<file path="src/rtl/seq_div_16bit_if.sv">
// ----------------------------------------------------------------------------
// seq_div_16bit_if
// Start/done handshake bundle between a requester and the sequential divider.
//   start       requester -> divider  request, sampled on the rising edge
//   dividend    requester -> divider  numerator, captured on accept
//   divisor     requester -> divider  denominator, captured on accept
//   busy        divider -> requester  division in progress
//   done        divider -> requester  one-cycle completion pulse
//   quotient    divider -> requester  result, held until the next completion
//   remainder   divider -> requester  result, held until the next completion
//   div_by_zero divider -> requester  divisor was zero, held with the results
// ----------------------------------------------------------------------------
interface seq_div_16bit_if #(
   parameter int unsigned WIDTH = 16
);
   logic             start;
   logic [WIDTH-1:0] dividend;
   logic [WIDTH-1:0] divisor;
   logic             busy;
   logic             done;
   logic [WIDTH-1:0] quotient;
   logic [WIDTH-1:0] remainder;
   logic             div_by_zero;

   modport master (
      output start, dividend, divisor,
      input  busy, done, quotient, remainder, div_by_zero
   );

   modport slave (
      input  start, dividend, divisor,
      output busy, done, quotient, remainder, div_by_zero
   );
endinterface

</file>
<file path="src/rtl/seq_div_16bit.sv">
// ----------------------------------------------------------------------------
// seq_div_16bit
// Multi-cycle restoring divider, one quotient bit per clock. Each step is a
// trial subtraction r + ~divisor + 1 whose carry-out means "no borrow".
// Optional feature macro: SEQ_DIV_SIGNED_EN (two's complement operands,
// truncating toward zero; remainder follows the dividend sign).
// Ports:
//   clk  rising-edge clock
//   rst  synchronous active-high reset; aborts any division in flight
//   bus  seq_div_16bit_if.slave handshake (start/operands in, results out)
// ----------------------------------------------------------------------------
module seq_div_16bit #(
   parameter int unsigned WIDTH = 16
) (
   input  logic              clk,
   input  logic              rst,
   seq_div_16bit_if.slave    bus
);

   localparam int unsigned CNT_W = $clog2(WIDTH + 1);

   typedef enum logic [1:0] {
      S_IDLE = 2'd0,
      S_RUN  = 2'd1,
      S_DONE = 2'd2
   } state_t;

   state_t             r_state;
   state_t             w_state_nxt;
   logic               w_accept;

   // Operand / iteration registers
   logic [WIDTH-1:0]   r_dvd_sh;     // dividend magnitude, shifted out MSB first
   logic [WIDTH-1:0]   r_dvs;        // divisor magnitude
   logic [WIDTH-1:0]   r_part;       // partial remainder (always < divisor)
   logic [WIDTH-2:0]   r_q_work;     // quotient bits resolved so far
   logic [CNT_W-1:0]   r_cnt;

   // Output registers
   logic               r_busy;
   logic               r_done;
   logic               r_dbz;
   logic [WIDTH-1:0]   r_quot;
   logic [WIDTH-1:0]   r_rem;

`ifdef SEQ_DIV_SIGNED_EN
   logic [WIDTH-1:0]   r_dvd_raw;    // original dividend, returned on divide by zero
   logic               r_neg_q;
   logic               r_neg_r;
`endif

   // Iteration datapath
   logic [WIDTH:0]     w_shift;
   logic [WIDTH+1:0]   w_trial;
   logic               w_no_borrow;
   logic [WIDTH-1:0]   w_r_next;
   logic [WIDTH-1:0]   w_q_mag;
   logic               w_dvs_zero;
   logic               w_last;

   // Accept-side operand conditioning and completion-side result fix-up
   logic [WIDTH-1:0]   w_dvd_in;
   logic [WIDTH-1:0]   w_dvs_in;
   logic [WIDTH-1:0]   w_q_fin;
   logic [WIDTH-1:0]   w_r_fin;
   logic [WIDTH-1:0]   w_dbz_rem;

   // Next-state logic
   always_comb begin
      w_state_nxt = r_state;
      w_accept    = 1'b0;
      case (r_state)
         S_IDLE: begin
            if (bus.start) begin
               w_accept    = 1'b1;
               w_state_nxt = S_RUN;
            end
         end
         S_RUN: begin
            if (w_dvs_zero || w_last) begin
               w_state_nxt = S_DONE;
            end
         end
         S_DONE: begin
            if (bus.start) begin
               w_accept    = 1'b1;
               w_state_nxt = S_RUN;
            end else begin
               w_state_nxt = S_IDLE;
            end
         end
         default: begin
            w_state_nxt = S_IDLE;
         end
      endcase
   end

   // State register
   always_ff @(posedge clk) begin
      if (rst) begin
         r_state <= S_IDLE;
      end else begin
         r_state <= w_state_nxt;
      end
   end

   // One restoring step: shift in next dividend bit, trial-subtract divisor
   always_comb begin
      w_shift     = {r_part, r_dvd_sh[WIDTH-1]};
      w_trial     = {1'b0, w_shift} + {1'b0, ~{1'b0, r_dvs}} + (WIDTH + 2)'(1);
      // Bit WIDTH of the difference is clear whenever there is no borrow,
      // since the partial remainder stays below the divisor between steps.
      w_no_borrow = w_trial[WIDTH+1] & ~w_trial[WIDTH];
      w_r_next    = w_no_borrow ? w_trial[WIDTH-1:0] : w_shift[WIDTH-1:0];
      w_q_mag     = {r_q_work, w_no_borrow};
      w_dvs_zero  = (r_dvs == '0);
      w_last      = (r_cnt == CNT_W'(WIDTH - 1));
   end

`ifdef SEQ_DIV_SIGNED_EN
   // Magnitudes in, signs restored on completion
   always_comb begin
      w_dvd_in  = bus.dividend[WIDTH-1] ? WIDTH'(~bus.dividend + WIDTH'(1)) : bus.dividend;
      w_dvs_in  = bus.divisor[WIDTH-1]  ? WIDTH'(~bus.divisor  + WIDTH'(1)) : bus.divisor;
      w_q_fin   = r_neg_q ? WIDTH'(~w_q_mag  + WIDTH'(1)) : w_q_mag;
      w_r_fin   = r_neg_r ? WIDTH'(~w_r_next + WIDTH'(1)) : w_r_next;
      w_dbz_rem = r_dvd_raw;
   end
`else
   // Unsigned: operands and results pass straight through
   always_comb begin
      w_dvd_in  = bus.dividend;
      w_dvs_in  = bus.divisor;
      w_q_fin   = w_q_mag;
      w_r_fin   = w_r_next;
      w_dbz_rem = r_dvd_sh;   // not yet shifted on the single zero-divisor RUN cycle
   end
`endif

   // Datapath and output registers
   always_ff @(posedge clk) begin
      if (rst) begin
         r_dvd_sh  <= '0;
         r_dvs     <= '0;
         r_part    <= '0;
         r_q_work  <= '0;
         r_cnt     <= '0;
         r_busy    <= 1'b0;
         r_done    <= 1'b0;
         r_dbz     <= 1'b0;
         r_quot    <= '0;
         r_rem     <= '0;
`ifdef SEQ_DIV_SIGNED_EN
         r_dvd_raw <= '0;
         r_neg_q   <= 1'b0;
         r_neg_r   <= 1'b0;
`endif
      end else begin
         r_busy <= (w_state_nxt == S_RUN);
         r_done <= (r_state == S_RUN) && (w_state_nxt == S_DONE);
         if (w_accept) begin
            r_dvd_sh  <= w_dvd_in;
            r_dvs     <= w_dvs_in;
            r_part    <= '0;
            r_q_work  <= '0;
            r_cnt     <= '0;
            r_dbz     <= 1'b0;
`ifdef SEQ_DIV_SIGNED_EN
            r_dvd_raw <= bus.dividend;
            r_neg_q   <= bus.dividend[WIDTH-1] ^ bus.divisor[WIDTH-1];
            r_neg_r   <= bus.dividend[WIDTH-1];
`endif
         end else if (r_state == S_RUN) begin
            if (w_dvs_zero) begin
               r_dbz  <= 1'b1;
               r_quot <= '1;
               r_rem  <= w_dbz_rem;
            end else begin
               r_part   <= w_r_next;
               r_q_work <= w_q_mag[WIDTH-2:0];
               r_dvd_sh <= {r_dvd_sh[WIDTH-2:0], 1'b0};
               r_cnt    <= r_cnt + CNT_W'(1);
               // Results are published only on the final step
               if (w_last) begin
                  r_quot <= w_q_fin;
                  r_rem  <= w_r_fin;
               end
            end
         end
      end
   end

   assign bus.busy        = r_busy;
   assign bus.done        = r_done;
   assign bus.quotient    = r_quot;
   assign bus.remainder   = r_rem;
   assign bus.div_by_zero = r_dbz;

endmodule

</file>
<file path="src/flat_wrapper.sv">
// flat-port wrapper written by rule: the top's interface ports become plain ports
module seq_div_16bit_flat 
#(
   parameter int unsigned WIDTH = 16
)
  (clk, rst, bus_start, bus_dividend, bus_divisor, bus_busy, bus_done, bus_quotient, bus_remainder, bus_div_by_zero);
  seq_div_16bit_if #(.WIDTH(WIDTH)) bus_i ();
  input  logic clk;
  input  logic rst;
  input wire logic [$bits(bus_i.start)-1:0] bus_start;
  input wire logic [$bits(bus_i.dividend)-1:0] bus_dividend;
  input wire logic [$bits(bus_i.divisor)-1:0] bus_divisor;
  output wire logic [$bits(bus_i.busy)-1:0] bus_busy;
  output wire logic [$bits(bus_i.done)-1:0] bus_done;
  output wire logic [$bits(bus_i.quotient)-1:0] bus_quotient;
  output wire logic [$bits(bus_i.remainder)-1:0] bus_remainder;
  output wire logic [$bits(bus_i.div_by_zero)-1:0] bus_div_by_zero;
  assign bus_i.start = bus_start;
  assign bus_i.dividend = bus_dividend;
  assign bus_i.divisor = bus_divisor;
  assign bus_busy = bus_i.busy;
  assign bus_done = bus_i.done;
  assign bus_quotient = bus_i.quotient;
  assign bus_remainder = bus_i.remainder;
  assign bus_div_by_zero = bus_i.div_by_zero;
  seq_div_16bit #(.WIDTH(WIDTH)) u_core (.clk(clk), .rst(rst), .bus(bus_i));
endmodule
</file>
<file path="config.mk">
export PLATFORM = sky130hd
export DESIGN_NAME = seq_div_16bit_flat
export DESIGN_NICKNAME = d
export VERILOG_FILES = /design/src/rtl/seq_div_16bit_if.sv /design/src/rtl/seq_div_16bit.sv /design/src/flat_wrapper.sv
export SDC_FILE = /design/constraint.sdc
export NUM_CORES = 1
export LEC_CHECK = 0
export ABC_CLOCK_PERIOD_IN_PS = 4000
export CAP_MARGIN = 0
export CORE_ASPECT_RATIO = 2
export CORE_MARGIN = 2
export CORE_UTILIZATION = 56
export DETAILED_ROUTE_END_ITERATION = 10
export GPL_ROUTABILITY_DRIVEN = 0
export PLACE_DENSITY = 0.81
export SKIP_LAST_GASP = 1
export SYNTH_ARGS = -nofsm -noshare
export SYNTH_HDL_FRONTEND = slang
export SYNTH_SLANG_ARGS = --single-unit
</file>
<file path="constraint.sdc">
create_clock -name clk -period 4 [get_ports clk]
set_input_delay 0.4 -clock clk [delete_from_list [all_inputs] [get_ports clk]]
set_output_delay 0.4 -clock clk [all_outputs]
set_load 0.02 [all_outputs]
</file>
## Yosys cells after proc, flatten, opt, wreduce, memory -nomap -nowiden

Index checks and enable logic that the tools add are counted.

| cells by class | value |
|---|---|
| $add $sub $neg | 3 |
| equal/unequal tests | 6 |
| mux-type cells | 14 |
| bitwise logic cells | 5 |
| reductions and logical operators | 12 |

Operators with widths:

| operator | count |
|---|---|
| $mux W16 | 8 |
| $add A17 B17 Y18 | 1 |
| $add A18 B1 Y18 const B | 1 |
| $not A16 Y17 | 1 |
| $logic_not A16 Y1 | 1 |
| $pmux W2 S3 | 1 |
| $reduce_and A2 Y1 | 3 |
| $add A5 B1 Y5 const B | 1 |
| $eq A5 B4 Y1 const B | 1 |
| $eq A2 B1 Y1 const B | 2 |
| $eq A2 B2 Y1 const B | 2 |
| $mux W2 | 2 |
| $reduce_bool A2 Y1 | 2 |
| $reduce_or A2 Y1 | 2 |
| $mux W1 | 3 |
| $not A1 Y1 | 3 |
| $reduce_and A3 Y1 | 1 |
| $logic_not A2 Y1 | 1 |
| $ne A2 B1 Y1 const B | 1 |
| $and A1 B1 Y1 | 1 |
| $logic_and A1 B1 Y1 | 1 |
| $logic_or A1 B1 Y1 | 1 |

| storage, ports and cells | value |
|---|---|
| bits in registers | 105 |
| input bits | 35 |

## Logic depth before layout (Yosys ltp)

| depth | value |
|---|---|
| depth in word-level cells | 8 |
| gate-level depth with buffers | 12 |

## Least setup slack after synthesis

No wires, ideal clock.

| timing path | value |
|---|---|
| path type | register -> register |
| start | register u_core.r_dvd_sh[15] |
| end | register u_core.r_part[15] |
| library setup time | 0.086 ns |
| arrival time | 2.780 ns |
| data required time | 3.914 ns |
| slack | 1.134 ns |
| stages on the path, launching flop included | 13 |
| path through | dfxtp_1 inv_1 ha_1 inv_1 fa_1 a211oi_1 o21ai_2 o21ai_2 o21ai_2 a221oi_4 buf_6 mux2_1 a211oi_1 |

| between the ends | value |
|---|---|
| word-level cells in the longest chain between the ends | 5 |

RTL lines:

| item | RTL line | text |
|---|---|---|
| start, declared | seq_div_16bit.sv:33 | `logic [WIDTH-1:0] r_dvd_sh;` |
| start signal, assigned | seq_div_16bit.sv:162 | `r_dvd_sh <= w_dvd_in;` |
| start signal, assigned | seq_div_16bit.sv:181 | `r_dvd_sh <= {r_dvd_sh[WIDTH-2:0], 1'b0};` |
| $add A17 B17 Y18 (*) | seq_div_16bit.sv:110 | `w_trial = {1'b0, w_shift} + {1'b0, ~{1'b0, r_dvs}} + (WIDTH + 2)'(1);` |
| $add A18 B1 Y18 (*) | seq_div_16bit.sv:110 |  |
| $not A1 Y1 | seq_div_16bit.sv:113 | `w_no_borrow = w_trial[WIDTH+1] & ~w_trial[WIDTH];` |
| $and A1 B1 Y1 | seq_div_16bit.sv:113 |  |
| $mux W16 (*) | seq_div_16bit.sv:114 | `w_r_next = w_no_borrow ? w_trial[WIDTH-1:0] : w_shift[WIDTH-1:0];` |
| end signal, assigned | seq_div_16bit.sv:179 | `r_part <= w_r_next;` |
| end, declared | seq_div_16bit.sv:35 | `logic [WIDTH-1:0] r_part;` |

Mark *: on every way between the ends. The rest lies on a longest branch, timed or not.
A chain may end at the register's enable or synchronous reset.

## Worst setup path in the final report

| timing path | value |
|---|---|
| start | register u_core.r_dvd_sh[15] |
| end | register u_core.r_rem[13] (netlist: u_core.bus.remainder[13]) |

| between the ends | value |
|---|---|
| word-level cells in the longest chain between the ends | 7 |

RTL lines:

| item | RTL line | text |
|---|---|---|
| $add A17 B17 Y18 (*) | seq_div_16bit.sv:110 |  |
| $add A18 B1 Y18 (*) | seq_div_16bit.sv:110 |  |
| $not A1 Y1 | seq_div_16bit.sv:113 |  |
| $and A1 B1 Y1 | seq_div_16bit.sv:113 |  |
| $mux W16 (*) | seq_div_16bit.sv:114 |  |
| $mux W16 (*) | seq_div_16bit.sv:184 | `if (w_last) begin` |
| $mux W16 (*) | seq_div_16bit.sv:174 | `if (w_dvs_zero) begin` |
| end signal, assigned | seq_div_16bit.sv:177 | `r_rem <= w_dbz_rem;` |
| end signal, assigned | seq_div_16bit.sv:186 | `r_rem <= w_r_fin;` |
| end, declared | seq_div_16bit.sv:44 | `logic [WIDTH-1:0] r_rem;` |

Mark *: on every way between the ends. The rest lies on a longest branch, timed or not. The select of a mux whose other input is x is not followed.

==> run metrics <==
Antenna Nets Post-Route=0; Final Skew=0.00718 ns; Layout Cells excl Fill=a little over 800; Setup violations, final=0; footprint of the multi-input gates=between 2000 and 3000 sq um; num rows=50; most frequent CP cell=o21ai_2; Mapped Area=5380 sq um; nets=between 700 and 800; # fillers=~760; Die X=73.3 um; CTS buffer count=9; htree depth=3; critical path class=reg2reg; post-place instance area=6060 sq um; crit-path cells=inv_1, ha_1, inv_1, fa_1, a211oi_1, o21ai_2, o21ai_2, o21ai_2, a221oi_4, mux2i_1, a2111oi_2; pin count of the biggest net entering global routing=71; CP arrival=3.64 ns; RSZ-0062 raised after global routing=no; slowest stage cell, crit path=a221oi_4; total power=2.94 mW; Peak VDD IR=0.354 mV; max_slew headroom=0.239; first-pass GRT wire length=24.2 mm; syn_nets=735; Leak=2.33 nW; vias in the first global route=5076; Yosys reg bits=105; top cells by area, synth=dfxtp_1, nand2_1, a21oi_1; via count=~5.2k; Residual DRC=0; worst-path fanout max=13; status=finished clean; gr ovfl total=0; r2r setup slk=slightly above 0.6 ns; final setup margin=0.614 ns; CP Launch Type=flop; Hold Crit Class=reg2reg; Initial Utilization=0.573; cell taking the most area after synthesis=dfxtp_1; fin crit period=3.39 ns; Syn Area/Cell=~7.9 sq um; Synth cell types=66; hold depth=2; cell family with most CP delay=compound AO/OA/AOI/OAI gates; MaxCap Viol Count=0; clk sinks=105; Synth Warn #=0; commonest non-fill, non-tap cells in the layout=nand2_1, dfxtp_1, nor2_1, a21oi_1, clkdlybuf4s50_1; antenna violations before repair=0; share of layout cells above drive strength 1=0.0579; final hold vios=0; DR WL/cell=18.0 um; register area=2100 sq um; worst path required time=about 4.3 ns; clk buf depth=2; Pwr Density=462 nW/um^2; Pins Over Slew Limit=0; area grow syn2layout=18.2%; post-CTS setup buffer count=0; crit path capture type=flop; GRT Total Usage=0.294; DIE AREA=between 10000 and 15000 sq um; commonest non-fill, non-tap cell in the layout=nand2_1; number of cells on the critical path=11; diode count=0; post-CTS sizing=0; Worst-Skew Late Latency=0.35 ns; Buffers & Inverters on Critical Path=2; core area=9380 sq um; Critical Path Max Stage Delay=around 0.62 ns; I/O pins=70; top_reg_cell synth=dfxtp_1; total negative slack=0 ns; root buf cell=clkbuf_16; CTS Hold Buffers Added=0; Post-synth ARST share=0; Worst Tran Pin Value=approximately 1.1 ns; Yosys top cell area share=0.391; Via density=6.25; final WL=14.9 mm; Clock Pin Slew Worst Setup and Hold Paths=0.07 ns; Die Ht=roughly 140 um; TritonCTS clock tree=done; fmax=around 300 MHz; Placed Cells=814; sequential element share of the synthesized area=0.391; DR pass1 iterations=5; final instance area=6360 sq um; Worst Reg-to-Reg Cells=11; period utilization=0.847; 1st-iter DRT viols=411; HPWL Detailed=10.9 mm; PortBufs=just under 70; Place WS=between 0.6 and 0.7 ns; Syn Inst Count=681; Post-synth EDFFs=0
[layout make-up]
type	count	area share
Timing Repair Buffer	78	0.119
Tap cell	104	0.0205
Clock buffer	9	0.0354
Clock inverter	6	0.0116
Inverter	24	0.0142
Multi-Input combinational cell	503	0.469
Sequential cell	105	0.331
[registers in the layout, indices dropped and copies added (netlist names)]
name / cells
u_core.r_q_work: 15
u_core.r_cnt: 5
u_core.r_dvs: 16
u_core.r_state: 2
u_core.r_dvd_sh: 16
u_core.r_part: 16
u_core.bus.remainder: 16
u_core.bus.done: 1
u_core.bus.busy: 1
u_core.bus.quotient: 16
u_core.bus.div_by_zero: 1
[power breakdown]
group	internal [mW]	leakage, nW	total (mW)	switching (mW)
logic	0.340	1.34	0.878	0.538
clock network	0.491	0.140	0.900	0.410
registers	1.10	0.855	1.16	0.0564
[final timing paths]
check,start,to
max,u_core.r_dvd_sh[15],u_core.bus.remainder[13]
min,u_core.r_q_work[1],u_core.r_q_work[2]
max reg2reg,u_core.r_dvd_sh[15],u_core.bus.remainder[13]
min reg2reg,u_core.r_q_work[1],u_core.r_q_work[2]
[metal layers]
metal | GRT usage | up-vias | share of wire
met4 | 0.169 | 0 | 0.046
met5 | 0 | - | 0
li1 | - | 2501 | -
met2 | 0.530 | 166 | 0.54
met3 | 0.0489 | 52 | 0.042
met1 | 0.309 | 2461 | 0.37
[cell families (layout without fill, tap and decap cells)]
group / count (synthesis) / in the layout / share of synthesized area
multiplexers: 9 / 9 / 0.0170
flip-flops: 105 / 105 / 0.391
buffers and inverters: 73 / 117 / 0.0568
AO/OA/AOI/OAI: 202 / 202 / 0.261
AND/OR/NAND/NOR: 260 / 260 / 0.208
XOR/XNOR: 13 / 13 / 0.0212
adder cells (fa/ha/maj): 19 / 19 / 0.0456
[synthesized netlist by cell type, types with 8 or more instances]
library cell  count
nand2_1         121
a21oi_1          71
o22ai_1          15
inv_1            24
dfxtp_1         105
ha_1             18
nand3_1          11
a311oi_1         16
nor2_1           78
nor2b_1           8
o21ai_0          23
clkbuf_1         36
mux2i_1           8
a21o_1            8
[metrics by stage]
step	hold WS [ns]	utilization
5_1_grt	0.488	0.677
3_3_place_gp	0.448	0.645
3_5_place_dp	0.464	0.645
4_1_cts	0.475	0.677
2_1_floorplan	0.437	-
6_report	0.474	0.677
[worst register-to-register path, cell delays in order (launching register included)]
cell,delay [ns]
dfxtp_1,0.36
inv_1,0.11
ha_1,0.18
inv_1,0.06
fa_1,0.42
a211oi_1,0.31
o21ai_2,0.14
o21ai_2,0.28
o21ai_2,0.14
a221oi_4,0.62
mux2i_1,0.28
a2111oi_2,0.39
No activity file was read; power rests on OpenSTA's default activity.
